--- config.mk ---
export PLATFORM = sky130hd
export DESIGN_NAME = pc_sequencer
export DESIGN_NICKNAME = d
export VERILOG_FILES = /design/src/rtl/rv_pipe_pkg.sv /design/src/rtl/perf_counter.sv /design/src/rtl/pc_sequencer.sv
export SDC_FILE = /design/constraint.sdc
export NUM_CORES = 1
export LEC_CHECK = 0
export ABC_CLOCK_PERIOD_IN_PS = 4400
export BUFFER_PORTS_ARGS = -buffer_cell sky130_fd_sc_hd__buf_2
export CAP_MARGIN = 40
export CORE_MARGIN = 8
export CORE_UTILIZATION = 39
export CTS_BUF_LIST = sky130_fd_sc_hd__clkbuf_4 sky130_fd_sc_hd__clkbuf_8 sky130_fd_sc_hd__clkbuf_16
export CTS_CLUSTER_DIAMETER = 200
export CTS_CLUSTER_SIZE = 25
export DETAILED_ROUTE_END_ITERATION = 8
export GPL_TIMING_DRIVEN = 0
export PLACE_DENSITY = 0.6
export SYNTH_ARGS = -nofsm -noshare
export SYNTH_HDL_FRONTEND = slang
export SYNTH_SLANG_ARGS = --single-unit
--- constraint.sdc ---
create_clock -name clk -period 4.4 [get_ports clk]
set_input_delay 0.22 -clock clk [delete_from_list [all_inputs] [get_ports clk]]
set_output_delay 0.22 -clock clk [all_outputs]
set_load 0.05 [all_outputs]
--- src/rtl/rv_pipe_pkg.sv ---
// Shared RV32IM pipeline definitions: datapath width, PC increment,
// reset vector and the fetch sequencer state encoding.
package rv_pipe_pkg;

  localparam int XLEN = 32;
  localparam logic [XLEN-1:0] PC_INC = 32'd4;
  localparam logic [XLEN-1:0] RESET_PC_DEFAULT = 32'h0000_0000;

  typedef enum logic [1:0] {
    PCS_BOOT = 2'd0,
    PCS_RUN  = 2'd1,
    PCS_PEND = 2'd2
  } pcs_state_e;

endpackage

--- src/rtl/perf_counter.sv ---
// Wrapping event counter with enable and asynchronous active-high reset.
module perf_counter #(
  parameter int W = 32
) (
  input  logic         clk,
  input  logic         reset,
  input  logic         en,
  output logic [W-1:0] count
);

  logic [W-1:0] count_q;
  logic [W-1:0] count_d;

  always_comb begin
    count_d = count_q;
    if (en) count_d = count_q + 1'b1;
  end

  always_ff @(posedge clk or posedge reset) begin
    if (reset) count_q <= '0;
    else       count_q <= count_d;
  end

  assign count = count_q;

endmodule

--- src/rtl/pc_sequencer.sv ---
// Fetch-stage PC sequencer: sequential fetch, EX redirects (with a pending
// slot when imem is busy), load-use and mul/div stalls, plus perf counters.
module pc_sequencer
  import rv_pipe_pkg::*;
#(
  parameter logic [31:0] RESET_PC = RESET_PC_DEFAULT,
  parameter int          CNT_W    = 32
) (
  input  logic             clk,
  input  logic             reset,
  input  logic             redirect_valid,
  input  logic [31:0]      redirect_addr,
  input  logic             stall_req,
  input  logic             muldiv_busy,
  input  logic             imem_ready,
  output logic [31:0]      pc,
  output logic [31:0]      pc_plus4,
  output logic             fetch_valid,
  output logic             pc_stall,
  output logic             if_id_stall,
  output logic             if_id_flush,
  output logic             id_ex_flush,
  output logic             misalign_err,
  output logic [CNT_W-1:0] redirect_count,
  output logic [CNT_W-1:0] stall_count
);

  pcs_state_e      state_q, state_d;
  logic [XLEN-1:0] pc_q, pc_d;
  logic [XLEN-1:0] pending_q, pending_d;
  logic            fetch_valid_q, fetch_valid_d;
  logic            misalign_q, misalign_d;

  logic [XLEN-1:0] pc_inc;
  logic [XLEN-1:0] target_aligned;
  logic            redirect_accept;
  logic            stall_cnt_en;

  assign pc_inc         = pc_q + PC_INC;
  assign target_aligned = {redirect_addr[31:2], 2'b00};

  always_comb begin
    state_d         = state_q;
    pc_d            = pc_q;
    pending_d       = pending_q;
    fetch_valid_d   = fetch_valid_q;
    misalign_d      = misalign_q;
    pc_stall        = 1'b0;
    if_id_stall     = 1'b0;
    if_id_flush     = 1'b0;
    id_ex_flush     = 1'b0;
    redirect_accept = 1'b0;

    if (!reset) begin
      unique case (state_q)
        PCS_BOOT: begin
          pc_stall      = 1'b1;
          state_d       = PCS_RUN;
          fetch_valid_d = 1'b1;
        end
        PCS_RUN: begin
          if (muldiv_busy) begin
            pc_stall    = 1'b1;
            if_id_stall = 1'b1;
          end else if (redirect_valid) begin
            // Redirect outranks stall_req: the stalled instruction is wrong-path.
            if_id_flush     = 1'b1;
            id_ex_flush     = 1'b1;
            redirect_accept = 1'b1;
            if (redirect_addr[1:0] != 2'b00) misalign_d = 1'b1;
            if (imem_ready) begin
              pc_d = target_aligned;
            end else begin
              pc_stall  = 1'b1;
              pending_d = target_aligned;
              state_d   = PCS_PEND;
            end
          end else if (stall_req || !imem_ready) begin
            pc_stall    = 1'b1;
            if_id_stall = 1'b1;
          end else begin
            pc_d = pc_inc;
          end
        end
        PCS_PEND: begin
          // EX is already flushed, so any new redirect here is stale.
          pc_stall    = 1'b1;
          if_id_stall = 1'b1;
          if (imem_ready && !muldiv_busy) begin
            pc_d    = pending_q;
            state_d = PCS_RUN;
          end
        end
        default: state_d = PCS_BOOT;
      endcase
    end
  end

  always_ff @(posedge clk or posedge reset) begin
    if (reset) begin
      state_q       <= PCS_BOOT;
      pc_q          <= RESET_PC;
      pending_q     <= '0;
      fetch_valid_q <= 1'b0;
      misalign_q    <= 1'b0;
    end else begin
      state_q       <= state_d;
      pc_q          <= pc_d;
      pending_q     <= pending_d;
      fetch_valid_q <= fetch_valid_d;
      misalign_q    <= misalign_d;
    end
  end

  assign stall_cnt_en = pc_stall && (state_q != PCS_BOOT);

  perf_counter #(.W(CNT_W)) u_redirect_cnt (
    .clk   (clk),
    .reset (reset),
    .en    (redirect_accept),
    .count (redirect_count)
  );

  perf_counter #(.W(CNT_W)) u_stall_cnt (
    .clk   (clk),
    .reset (reset),
    .en    (stall_cnt_en),
    .count (stall_count)
  );

  assign pc           = pc_q;
  assign pc_plus4     = pc_inc;
  assign fetch_valid  = fetch_valid_q;
  assign misalign_err = misalign_q;

endmodule

# == Word-level counts from Yosys, hierarchy flattened ==
# Cells that the tools add are included.
# totals
regBits,130
in_bits,38
word_cells,61
out_inout_bits,134
# classes
mux,25
addsub,3
eq_ne,8
n_reduce_logical,15
bitwise,3
# ops
operator,count
32-bit 2-to-1 mux,5
32-bit by 1-bit adder with 32-bit output (second input constant),2
32-bit case mux with 2 select lines,1
32-bit by 3-bit adder with 32-bit output (second input constant),1
5-bit AND reduction,3
1-bit 2-to-1 mux,12
2-bit 2-to-1 mux,4
2-bit inequality test (second input constant),4
3-bit inequality test (second input constant),2
2-bit case mux with 3 select lines,1
6-bit AND reduction,1
2-bit nonzero test,3
1-bit case mux with 2 select lines,2
1-bit inverter,3
2-bit by 1-bit equality test with 1-bit output (second input constant),1
2-bit equality test (second input constant),1
1-bit logical AND,2
1-bit logical NOT,2
2-bit logical NOT,1
2-bit AND reduction,1
2-bit OR reduction,1
1-bit logical OR,1

# == Logic depth before layout (Yosys ltp) ==
# depth
depth_word,8
ltp_mapped,9
mapped_depth_nobuf,7

# == Hierarchy ==
# From an unflattened synthesis, not the netlist that was laid out.
# unflattened
hier_cells,651
area_unflattened_um2,6869.1
# modules_own_cells
mod,seq_area_each_um2,area_each_um2,instances,cells_each
pc_sequencer,1601.5,3900.0,1,400
perf_counter at u_redirect_cnt,800.8,1510.2,1,126
perf_counter at u_stall_cnt,800.8,1458.9,1,125

# == Worst setup path after synthesis ==
# OpenSTA, ideal clock, no wires.
# synth_timing
path_type,input port to output port
from,in reset
to,out if_id_stall
slack_ns,0.593
path_buffers,0
t_required_ns,4.180
arrival_ns,3.587
stages,2
path_cell_list,inv_1 -> o211a_1
# synth_between
elab_chain_len,1
# synth_lines
element,line,source
start: declaration,pc_sequencer.sv:10,"input logic reset,"
1-bit 2-to-1 mux,pc_sequencer.sv:54,if (!reset) begin
end: declaration,pc_sequencer.sv:20,"output logic if_id_stall,"
# No other way between the ends.

# == Worst setup path in the final report ==
# layout_timing
from,reg state_q[0]
to,out pc_stall
# layout_between
elab_chain_len,4
word_cells_on_any_way,6
cone_classes,eq/ne (2); mux (2); reduce/logical (2)
# layout_lines
element,line,source
start: declaration,pc_sequencer.sv:28,"pcs_state_e state_q, state_d;"
start signal: assignment,pc_sequencer.sv:107,state_q <= state_d;
2-bit equality test / 2-bit logical NOT (equally long branches),pc_sequencer.sv:55,unique case (state_q)
2-bit OR reduction (no source line),--,
1-bit case mux with 2 select lines *,pc_sequencer.sv:55,
1-bit 2-to-1 mux *,pc_sequencer.sv:54,
end: declaration,pc_sequencer.sv:19,"output logic pc_stall,"
# Every way passes the cells marked *; elsewhere a longest branch is shown, timed or not.

==> results.toml <==
[clock_network]
cts_sinks = 128
clockRootBuffer = "clkbuf_16"
cts_tree = "done"
clk_path_buf_depth = 2
worstSkewPairLatency_ps = 420
postCtsHoldBufs = 0
cts_resized = 0
post-cts-setup-buffer-count = 0
numCtsBuffers = 17
htree_levels = 4
clk_pin_slew_ps = 60

[yosys]
synth_area_per_cell_um2 = 9.99
yosys.area.top_type = "dfrtp_1"
synth_edf_count = 0
postSynthCellCount = 678
ys_warn_count = 0
synth_area_um2 = 6780
synth-seq-cells = 128
async_flop_share = 1.00
synth.distinct_cells = 67
ys_seq_area_frac = 0.473
netlist_top_cells_area = "dfrtp_1 (47%), xnor2_1 (6.5%), xor2_1 (5.2%), mux2_2 (3.8%), nand2_1 (3.2%)"
yosysTopAreaCellShare = 0.473
synth_ff_type = "dfrtp_1"

[route]
num_vias = 5937
wl_per_cell_um = 18.1
drt_iter0_drc = 316
viasPerCell = 5.35
drc = 0
firstDrtPassIters = 4
antenna_left = 0
wl_mm = 20.1

[critical_path]
slowest_stage = "buf_1"
cp.required_ps = 4180
cp-end-kind = "output port"
cp_slowest_stage_delay_ps = 680
critPathKind = "reg2out"
critPathMaxFanout = 10
startpoint_type = "flop"
cp_cell_sequence = "inv_1, ha_1, buf_2, buf_1, buf_1, nor2_1, a211oi_1, buf_2"
worstPathArrival_ps = 3180

[job]
drv_cap = 0

[grt]
first_global_vias = 6094
grt.overflow.total = 0
track_usage = 0.186
grt_max_degree = 83
antenna_found_initial = 0
grt_pass1_wl_mm = 32.6

[final_layout]
fin_area_um2 = 8610
layout_common_cells = "buf_2 (174), dfrtp_1 (128), nand2_1 (57)"
area_growth_pct = 27.1
drive_gt1_frac = 0.291
final_common_cell = "buf_2"
nFillCells = 1693
final_cells = 1110
nets = 916

[placed_design]
gp_congestion = 0.881
io_buffer_count = 167
dpl_cell_area_um2 = 7950
dp.cells = 1076
dp.final_hpwl_mm = 14.8

[timing]
hold_viol = 0
max_slew_margin = 0.450
worstMarginPinSlew_ps = 826
fin_setup_tns_ps = 0
drv_slew = 0
rsz0062_at_grt = "false"
min_period_ps = 3400
fmax_mhz = 294
finalSetupViolCount = 0
holdWs_ps = 2.31
period_share = 0.772
fin_skew_ps = 8.65

[floorplanning]
row_count = 48
die_y_um = 148
ios = 172
die_area_um2 = 21800
start_util = 0.396
die_w_um = 148
core_um2 = 17100

[pwr]
power.leakage_nw = 4.20
total_power_w = 0.00582
p_per_area_nw_per_um2 = 676
irDropWorstVdd_v = 0.000427

[min_path]
hold_path.class = "in2async"

[outcome]
outcome = "complete, no violations"
==> Yosys cell counts (all sizes together), types with 6 or more instances <==
library cell / instances
dfrtp: 128
clkbuf: 16
a22o: 8
nor2: 44
mux2: 23
xnor2: 50
nand3: 40
nand2b: 8
nor4: 14
inv: 25
xor2: 40
mux2i: 6
nor3: 19
nand4: 28
o21ai: 22
buf: 18
ha: 7
a221o: 7
nand2: 57
a21oi: 31
and3: 13
and4: 11
==> per-stage QoR <==
stage | utilization | setup slack, ps
3_5_place_dp | 0.465 | 1500
5_1_grt | 0.503 | 867
4_1_cts | 0.503 | 1040
6_report | 0.503 | 1000
3_3_place_gp | 0.462 | -1130
2_1_floorplan | - | 593
==> final cells by class <==
cell class | instances | area, um2 | area share
tap | 225 | 282 | 0.0327
clock buffer | 20 | 467 | 0.0542
multi-input combinational | 494 | 3320 | 0.386
antenna | 1 | 2.50 | 0.000291
inverter | 25 | 98.8 | 0.0115
buffer | 34 | 168 | 0.0195
sequential | 128 | 3200 | 0.372
clock inverter | 12 | 181 | 0.0211
timing repair buffer | 171 | 886 | 0.103
==> power breakdown <==
group,leakage (nW),switching (W),internal (W)
Clock,0.305,0.000552,0.000996
Sequential,1.64,0.000342,0.00148
Combinational,2.25,0.00180,0.000647
==> per-layer routing <==
layer	vias to the layer above	GRT usage	routed length, um
met5	-	0	0
met2	191	0.307	9650
met4	0	0.0612	362
li1	2809	-	-
met1	2906	0.232	8740
met3	31	0.0492	1380
==> state kept, by name (all words and copies together), names as in the netlist <==
name	flops
u_redirect_cnt.count	32
state_q	2
u_stall_cnt.count	32
fetch_valid	1
pc	30
misalign_err	1
pending_q	30
==> critical path, delay by kind of cell, from the launching register on <==
family | cells | cell delay, ps
flip-flops | 1 | 420
buffers and inverters | 5 | 1750
AO/OA/AOI/OAI | 1 | 260
adder cells (fa/ha/maj) | 1 | 200
AND/OR/NAND/NOR | 1 | 130
==> worst paths after layout <==
path                            cells after the start             to  slack, ps              start
worst max-delay path                                8       pc_stall       1000         state_q[0]
worst min-delay path                                2    fetch_valid          2              reset
worst max register to register                      7   pending_q[7]       1710         state_q[1]
worst min register to register                      1    fetch_valid        450        fetch_valid
max in group asynchronous                           3         pc[24]       3700              reset
min in group clk                                    2  pending_q[15]         40  redirect_addr[15]
==> logic make-up after synthesis <==
logic type      share of synthesized area
other cells                      0.000553
fa+ha+maj                          0.0129
simple gates                        0.204
mux                                0.0471
xor+xnor                            0.116
compound gates                      0.108
buf+inv                            0.0386
flops                               0.473
(Power assumes the default switching activity.)
